--- config.mk ---
export PLATFORM = sky130hd
export DESIGN_NAME = nmi_post_wbuf
export DESIGN_NICKNAME = d
export VERILOG_FILES = /design/src/rtl/nmi_post_wbuf.sv
export SDC_FILE = /design/constraint.sdc
export NUM_CORES = 1
export LEC_CHECK = 0
export CELL_PAD_IN_SITES_DETAIL_PLACEMENT = 2
export CELL_PAD_IN_SITES_GLOBAL_PLACEMENT = 2
export CORE_MARGIN = 2
export CORE_UTILIZATION = 43
export CTS_CLUSTER_DIAMETER = 120
export DETAILED_ROUTE_END_ITERATION = 10
export GPL_ROUTABILITY_DRIVEN = 0
export PLACE_DENSITY_LB_ADDON = 0.1
export SETUP_SLACK_MARGIN = 0.3
export SYNTH_ARGS = -nofsm -noshare
export SYNTH_HDL_FRONTEND = slang
export SYNTH_SLANG_ARGS = --single-unit
--- constraint.sdc ---
create_clock -name clk_i -period 5.77 [get_ports clk_i]
set_input_delay 1.154 -clock clk_i [delete_from_list [all_inputs] [get_ports clk_i]]
set_output_delay 1.154 -clock clk_i [all_outputs]
set_load 0.01 [all_outputs]
--- src/rtl/nmi_post_wbuf.sv ---
// Posted write buffer between a core NMI master and the SoC NMI fabric; reads are ordered behind queued writes.
// Optional macro NMI_POST_WBUF_STAT_EN adds stat_wr_o / stat_stall_o counters.
module nmi_post_wbuf #(
  parameter int DEPTH = 4,
  parameter int AW    = 32
) (
  input  logic                   clk_i,
  input  logic                   rst_n_i,
  input  logic                   s_nmi_valid_i,
  output logic                   s_nmi_ready_o,
  input  logic [AW-1:0]          s_nmi_addr_i,
  input  logic [31:0]            s_nmi_wdata_i,
  input  logic [3:0]             s_nmi_wstrb_i,
  output logic [31:0]            s_nmi_rdata_o,
  output logic                   m_nmi_valid_o,
  input  logic                   m_nmi_ready_i,
  output logic [AW-1:0]          m_nmi_addr_o,
  output logic [31:0]            m_nmi_wdata_o,
  output logic [3:0]             m_nmi_wstrb_o,
  input  logic [31:0]            m_nmi_rdata_i,
  output logic                   idle_o,
  output logic [$clog2(DEPTH):0] level_o
`ifdef NMI_POST_WBUF_STAT_EN
  ,
  output logic [31:0]            stat_wr_o,
  output logic [31:0]            stat_stall_o
`endif
);

  localparam int PW = $clog2(DEPTH);
  localparam int LW = PW + 1;

  typedef enum logic [1:0] {IDLE, WAIT, R_REQ, RESP} rd_state_t;
  typedef enum logic {D_IDLE, D_REQ} dr_state_t;

  rd_state_t       r_rd_state, w_rd_next;
  dr_state_t       r_dr_state, w_dr_next;

  logic [AW-1:0]   r_mem_addr  [DEPTH];
  logic [31:0]     r_mem_wdata [DEPTH];
  logic [3:0]      r_mem_wstrb [DEPTH];
  logic [PW-1:0]   r_wptr, r_rptr;
  logic [LW-1:0]   r_level;
  logic            r_wr_ack;
  logic [31:0]     r_rdata;

  logic            w_is_write, w_is_read, w_full, w_empty;
  logic            w_push, w_pop, w_stall;

  assign w_is_write = s_nmi_valid_i & (|s_nmi_wstrb_i);
  assign w_is_read  = s_nmi_valid_i & (s_nmi_wstrb_i == 4'd0);
  assign w_full     = (r_level == LW'(DEPTH));
  assign w_empty    = (r_level == '0);

  // The ready term keeps a held request from being pushed twice.
  assign s_nmi_ready_o = r_wr_ack | (r_rd_state == RESP);
  assign w_push  = w_is_write & ~s_nmi_ready_o & (r_rd_state == IDLE) & ~w_full;
  assign w_pop   = (r_dr_state == D_REQ) & m_nmi_ready_i;
  assign w_stall = w_is_write & ~s_nmi_ready_o & (r_rd_state == IDLE) & w_full;

  assign s_nmi_rdata_o = r_rdata;
  assign level_o       = r_level;
  assign idle_o        = w_empty & (r_dr_state == D_IDLE) & (r_rd_state == IDLE);

  always_comb begin
    w_rd_next     = r_rd_state;
    w_dr_next     = r_dr_state;
    m_nmi_valid_o = 1'b0;
    m_nmi_addr_o  = '0;
    m_nmi_wdata_o = '0;
    m_nmi_wstrb_o = '0;

    unique case (r_rd_state)
      IDLE:    if (w_is_read && !s_nmi_ready_o) w_rd_next = WAIT;
      WAIT:    if (w_empty && r_dr_state == D_IDLE) w_rd_next = R_REQ;
      R_REQ:   if (m_nmi_ready_i) w_rd_next = RESP;
      RESP:    w_rd_next = IDLE;
      default: w_rd_next = IDLE;
    endcase

    unique case (r_dr_state)
      D_IDLE:  if (!w_empty && r_rd_state != R_REQ) w_dr_next = D_REQ;
      D_REQ:   if (m_nmi_ready_i) w_dr_next = D_IDLE;
      default: w_dr_next = D_IDLE;
    endcase

    // Drain and read requests are mutually exclusive: a read only issues on an empty FIFO.
    if (r_dr_state == D_REQ) begin
      m_nmi_valid_o = 1'b1;
      m_nmi_addr_o  = r_mem_addr[r_rptr];
      m_nmi_wdata_o = r_mem_wdata[r_rptr];
      m_nmi_wstrb_o = r_mem_wstrb[r_rptr];
    end else if (r_rd_state == R_REQ) begin
      m_nmi_valid_o = 1'b1;
      m_nmi_addr_o  = s_nmi_addr_i;
    end
  end

  always_ff @(posedge clk_i) begin
    if (w_push) begin
      r_mem_addr[r_wptr]  <= s_nmi_addr_i;
      r_mem_wdata[r_wptr] <= s_nmi_wdata_i;
      r_mem_wstrb[r_wptr] <= s_nmi_wstrb_i;
    end
  end

  always_ff @(posedge clk_i or negedge rst_n_i) begin
    if (!rst_n_i) begin
      r_rd_state <= IDLE;
      r_dr_state <= D_IDLE;
      r_wptr     <= '0;
      r_rptr     <= '0;
      r_level    <= '0;
      r_wr_ack   <= 1'b0;
      r_rdata    <= '0;
    end else begin
      r_rd_state <= w_rd_next;
      r_dr_state <= w_dr_next;
      r_wr_ack   <= w_push;
      if (w_push) r_wptr <= r_wptr + PW'(1);
      if (w_pop)  r_rptr <= r_rptr + PW'(1);
      case ({w_push, w_pop})
        2'b10:   r_level <= r_level + LW'(1);
        2'b01:   r_level <= r_level - LW'(1);
        default: r_level <= r_level;
      endcase
      if (r_rd_state == R_REQ && m_nmi_ready_i) r_rdata <= m_nmi_rdata_i;
    end
  end

`ifdef NMI_POST_WBUF_STAT_EN
  logic [31:0] r_stat_wr, r_stat_stall;

  always_ff @(posedge clk_i or negedge rst_n_i) begin
    if (!rst_n_i) begin
      r_stat_wr    <= '0;
      r_stat_stall <= '0;
    end else begin
      if (w_push)  r_stat_wr    <= r_stat_wr + 32'd1;
      if (w_stall) r_stat_stall <= r_stat_stall + 32'd1;
    end
  end

  assign stat_wr_o    = r_stat_wr;
  assign stat_stall_o = r_stat_stall;
`endif

endmodule

After elaboration in Yosys (flattened, before gate mapping)
Memories as Yosys holds them, arrays and structs flattened.
Index checks and enable logic that the tools add are counted.
W data, S select, Z words.
{"block": "totals", "register_bits": 43, "romBits": 0, "n_memories": 3, "latch_bits": 0, "output_inout_bits": 106, "wordCells": 64, "ram_bits": 272, "inputBits": 104}
{"block": "op_classes", "order_cmp": 0, "n_bitwise": 12, "eq_ne": 10, "muxes": 16, "n_addsub": 4, "mul": 0, "shift": 0, "n_div": 0, "reduce_logical": 12}
{"name": "r_mem_addr", "depth": 4, "width": 32, "read_ports": 1, "rd_ports_with_merged_regs": 0, "wr": 1, "line": "39", "rtl": "logic [AW-1:0] r_mem_addr [DEPTH];"}
{"name": "r_mem_wdata", "depth": 4, "width": 32, "read_ports": 1, "rd_ports_with_merged_regs": 0, "wr": 1, "line": "40", "rtl": "logic [31:0] r_mem_wdata [DEPTH];"}
{"name": "r_mem_wstrb", "depth": 4, "width": 4, "read_ports": 1, "rd_ports_with_merged_regs": 0, "wr": 1, "line": "41", "rtl": "logic [3:0] r_mem_wstrb [DEPTH];"}
{"operator": "$mux W32", "n": 3}
{"operator": "$and A1 B1 Y1", "n": 8}
{"operator": "$pmux W2 S4", "n": 1}
{"operator": "$eq A2 B2 Y1 const B", "n": 3}
{"operator": "$mux W1", "n": 6}
{"operator": "$mux W2", "n": 3}
{"operator": "$ne A2 B2 Y1 const B", "n": 3}
{"operator": "$pmux W3 S2", "n": 1}
{"operator": "$add A2 B1 Y2 const B", "n": 2}
{"operator": "$eq A2 B1 Y1 const B", "n": 2}
{"operator": "$logic_and A1 B1 Y1", "n": 4}
{"operator": "$logic_not A4 Y1", "n": 1}
{"operator": "$mux W4", "n": 1}
{"operator": "$reduce_or A4 Y1", "n": 1}
{"operator": "$add A3 B1 Y3 const B", "n": 1}
{"operator": "$eq A3 B3 Y1 const B", "n": 1}
{"operator": "$logic_not A3 Y1", "n": 1}
{"operator": "$not A1 Y1", "n": 3}
{"operator": "$reduce_and A3 Y1", "n": 1}
{"operator": "$sub A3 B1 Y3 const B", "n": 1}
{"operator": "$logic_not A1 Y1", "n": 2}
{"operator": "$logic_not A2 Y1", "n": 1}
{"operator": "$ne A2 B1 Y1 const B", "n": 1}
{"operator": "$pmux W1 S2", "n": 1}
{"operator": "other kinds (2)", "n": 2}

Depth between registers and ports, before layout
{"block": "depth", "ltp_word": 8, "mapped_depth": 10, "depth_no_buf": 10}

Least setup slack after synthesis
No wires, ideal clock.
{"block": "synth_timing", "path_type": "input -> register", "startpoint": "input port s_nmi_valid_i", "endpoint": "memory r_mem_addr[0][0] (enable)", "setup_time_ns": 0.433, "path_slack_ns": 1.812, "arrival_ns": 3.525, "required_time_ns": 5.337, "n_path_buf": 0, "stages": 3, "cell_sequence": "or3b_4 a211oi_4 and2_1"}
{"block": "synth_between", "elab_chain_cells": 6}
{"item": "from (decl)", "line": "9", "rtl": "input logic s_nmi_valid_i,"}
{"item": "$and A1 B1 Y1", "line": "50", "rtl": "assign w_is_write = s_nmi_valid_i & (|s_nmi_wstrb_i);"}
{"item": "$and A1 B1 Y1 (2 in series)"}
{"item": "$and A1 B1 Y1", "line": "57", "rtl": "assign w_push = w_is_write & ~s_nmi_ready_o & (r_rd_state == IDLE) & ~w_full;"}
{"item": "named net w_push", "line": "48", "rtl": "logic w_push, w_pop, w_stall;"}
{"item": "$mux W1", "line": "100", "rtl": "if (w_push) begin"}
{"item": "$mux W1 (not written as such)", "line": "101", "rtl": "r_mem_addr[r_wptr] <= s_nmi_addr_i;"}
{"item": "to (decl)", "line": "39"}
The timed path passes the listed nets, and every way through them passes these cells.

Worst setup path in the final report
{"block": "layout_timing", "startpoint": "register r_rd_state[0]", "endpoint": "output port m_nmi_addr_o[27]"}
{"block": "layout_between", "elab_chain_cells": 3}
{"item": "from (decl)", "line": "36", "rtl": "rd_state_t r_rd_state, w_rd_next;"}
{"item": "from (signal assigned)", "line": "117", "rtl": "r_rd_state <= w_rd_next;"}
{"item": "$eq A2 B2 Y1", "line": "93", "rtl": "end else if (r_rd_state == R_REQ) begin"}
{"item": "$mux W32", "line": "93"}
{"item": "$mux W32", "line": "88", "rtl": "if (r_dr_state == D_REQ) begin"}
{"item": "to (decl)", "line": "17", "rtl": "output logic [AW-1:0] m_nmi_addr_o,"}
No other way between the ends.

==> flow_metrics.env <==
export IMPL_grt_overflow=0
export IMPL_p_per_area_mw_per_mm2=510
export IMPL_ys_top_cells_by_area="edfxtp_1 (66%), mux4_2 (12%), dfrtp_1 (8.8%)"
export IMPL_die_x_um=173
export IMPL_max_slew_margin=0.268
export IMPL_placed_area_mm2=0.0147
export IMPL_pwr_share_comb=0.348
export IMPL_end_kind="primary output"
export IMPL_maxClockFrequency_ghz=0.229
export IMPL_wl_per_cell_um=25.4
export IMPL_cp_required_ns=4.62
export IMPL_synth_most_common_cell="edfxtp_1"
export IMPL_hold_viol=0
export IMPL_async_reset_ff_frac=0.137
export IMPL_drv_cap=0
export IMPL_grt_pass1_wl_um=46900
export IMPL_design_area_mm2=0.0158
export IMPL_cp_depth=6
export IMPL_pin_count=210
export IMPL_cts_setup_buffers=0
export IMPL_cts_max_path_buffers=3
export IMPL_antenna_cells=0
export IMPL_skew_ns=0.0213
export IMPL_seq_area_frac_synth=0.752
export IMPL_critical_path_max_fanout=32
export IMPL_worst_ep_arrival_time_ns=3.20
export IMPL_worstSetupStartpointType="register"
export IMPL_slowest_delay_ns=0.80
export IMPL_viasPerCell=5.32
export IMPL_power_leakage_nw=5.35
export IMPL_ant_nets=0
export IMPL_yosys_area_top_type="edfxtp_1"
export IMPL_cp_cell_sequence="inv_1, ha_1, inv_1, nor2_4, a22o_1, clkdlybuf4s50_1"
export IMPL_fp_dieH_um=173
export IMPL_worstRegToRegCells=4
export IMPL_synth_nets=680
export IMPL_synth_seq_cells=315
export IMPL_crit_buf_inv=3
export IMPL_synthXorXnorAreaFrac=0.00428
export IMPL_synth_edff_count=272
export IMPL_start_util=0.440
export IMPL_slew_viol_final=0
export IMPL_grt_max_degree=74
export IMPL_cts_hold_buf=0
export IMPL_crit_path_top_delay_cell="nor2_4"
export IMPL_nets=899
export IMPL_cpMostUsedCell="inv_1"
export IMPL_drt_iter0_drc=405
export IMPL_synth_cell_area_mm2=0.0123
export IMPL_pwr_share_clk=0.264
export IMPL_synth_area_mux_share=0.157
export IMPL_io_buffers=209
export IMPL_via_count=6315
export IMPL_cp_top_family="buffers and inverters"
export IMPL_hold_path_depth=1
export IMPL_antenna_found_initial=2
export IMPL_fillers=2379
export IMPL_hold_class="register to register"
export IMPL_clkSlewWorstSetupHoldPaths_ns=0.06
export IMPL_internal_power_mw=5.73
export IMPL_clock_root_buffer="clkbuf_16"
export IMPL_status="finished clean"
export IMPL_post_cts_resized=0
export IMPL_syn_inst=565
export IMPL_dp_hpwl_um=18500
export IMPL_grt_use_total=0.207
export IMPL_synth_top_family_by_area="multiplexers"
export IMPL_rows=61
export IMPL_switching_power_mw=2.35
export IMPL_p_total_mw=8.07
export IMPL_synth_compound_area_frac=0.0294
export IMPL_ys_types=29
export IMPL_cts_sinks=315
export IMPL_period_share=0.755
export IMPL_grt_pass1_vias=7330
export IMPL_drt_pass1_iterations=6
export IMPL_swShare=0.291
export IMPL_synth_area_per_cell_um2=21.7
export IMPL_die_area_mm2=0.0299
export IMPL_worstSkewPairLatency_ns=0.51
export IMPL_drive_gt1_frac=0.206
export IMPL_cts_tree="done"
export IMPL_tns_ns=0
export IMPL_cts_buffers=35
export IMPL_dominantRegCellSynth="edfxtp_1"
export IMPL_critPathKind="register to primary output"
export IMPL_h_tree_depth=2
export IMPL_routed_wl_um=30200
export IMPL_syn_to_final_growth_pct=28.8
export IMPL_yosysWarnings=0
export IMPL_worst_pin_slew_ns=1.10
export IMPL_yosys_area_share_simple=0.0271
export IMPL_peakVddDrop_mv=0.306
export IMPL_synthAdderAreaFrac=0.0118
export IMPL_seq_power_share=0.387
export IMPL_whs_ns=0.508
export IMPL_drc_errors=0
export IMPL_synthTopCellsByCount="edfxtp_1 (272), mux4_2 (68), dfrtp_1 (43)"
export IMPL_rsz0062_at_grt="no"
export IMPL_setup_viol=0
export IMPL_period_minus_slack_ns=4.36
export IMPL_synth_top_cell_area_share=0.665
export IMPL_core_region_area_mm2=0.0279
## cell usage in the layout (no fill, tap or decap), types with 5 or more instances in the layout
cell,count
mux4_2,68
clkbuf_8,5
clkinv_1,5
clkbuf_1,14
edfxtp_1,272
and2_1,37
mux2_2,33
ha_1,10
a22o_1,32
inv_1,6
clkbuf_16,37
dfrtp_1,40
clkdlybuf4s50_1,208
## worst paths after layout
check	from	endpoint	slack (ns)
setup / recovery	r_rd_state[0]	m_nmi_addr_o[27]	1.41
hold / removal	s_nmi_rdata_o[25]	s_nmi_rdata_o[25]	0.51
setup reg to reg	r_rd_state[1]	r_mem_wdata[3][23]	2.81
hold reg to reg	s_nmi_rdata_o[25]	s_nmi_rdata_o[25]	0.51
max in group asynchronous	rst_n_i	r_rptr[1]	4.24
min in group asynchronous	rst_n_i	s_nmi_rdata_o[26]	0.81
## cell families after synthesis
logic type / Yosys count
AO/OA/AOI/OAI: 38
flip-flops: 315
buffers and inverters: 37
XOR/XNOR: 6
AND/OR/NAND/NOR: 55
adder cells (fa/ha/maj): 11
multiplexers: 103
## power by group through the flow
stage | Combinational [mW] | Sequential [mW] | Clock [mW]
final | 2.81 | 3.13 | 2.14
after global routing | 3.04 | 3.18 | 2.26
after floorplan | 1.62 | 3.01 | 0
after global placement | 2.75 | 3.14 | 0
after detailed placement | 2.85 | 3.18 | 0
after CTS | 2.88 | 3.14 | 2.19
## metrics by stage
| step | instances | worst slack, ns | util |
|---|---|---|---|
| 5_1_grt | 1188 | 1.17 | 0.566 |
| 3_5_place_dp | 1124 | 1.84 | 0.526 |
| 4_1_cts | 1187 | 1.31 | 0.565 |
| 6_report | 1188 | 1.41 | 0.566 |
| 3_3_place_gp | 1124 | 1.91 | 0.526 |
| 2_1_floorplan | 565 | 1.81 | - |
## cell type report
cell class              instances  area (µm²)  area share
well taps                     378         473      0.0299
multi-input cells             213        2840       0.179
clock inverters                 7        53.8     0.00340
repair buffers                213        2140       0.135
inverters                       6        22.5     0.00142
clock buffers                  56        1050      0.0662
flip-flops and latches        315        9250       0.585
## flip-flops by register name (all words and copies together) (netlist names)
signal and cells:
r_mem_wstrb 16, r_wptr 2, r_rd_state 2, r_wr_ack 1
s_nmi_rdata_o 32, r_mem_wdata 128, level_o 3, r_dr_state 1
r_mem_addr 128, r_rptr 2
## routing by layer
| layer | share of wire | vias to the layer above | track usage |
|---|---|---|---|
| li1 | - | 2738 | - |
| met1 | 0.40 | 3322 | 0.258 |
| met2 | 0.52 | 213 | 0.357 |
| met3 | 0.066 | 38 | 0.0598 |
| met4 | 0.014 | 4 | 0.0480 |
| met5 | 0.00096 | - | 0 |
Note: power is estimated with default switching activity, not from simulation.
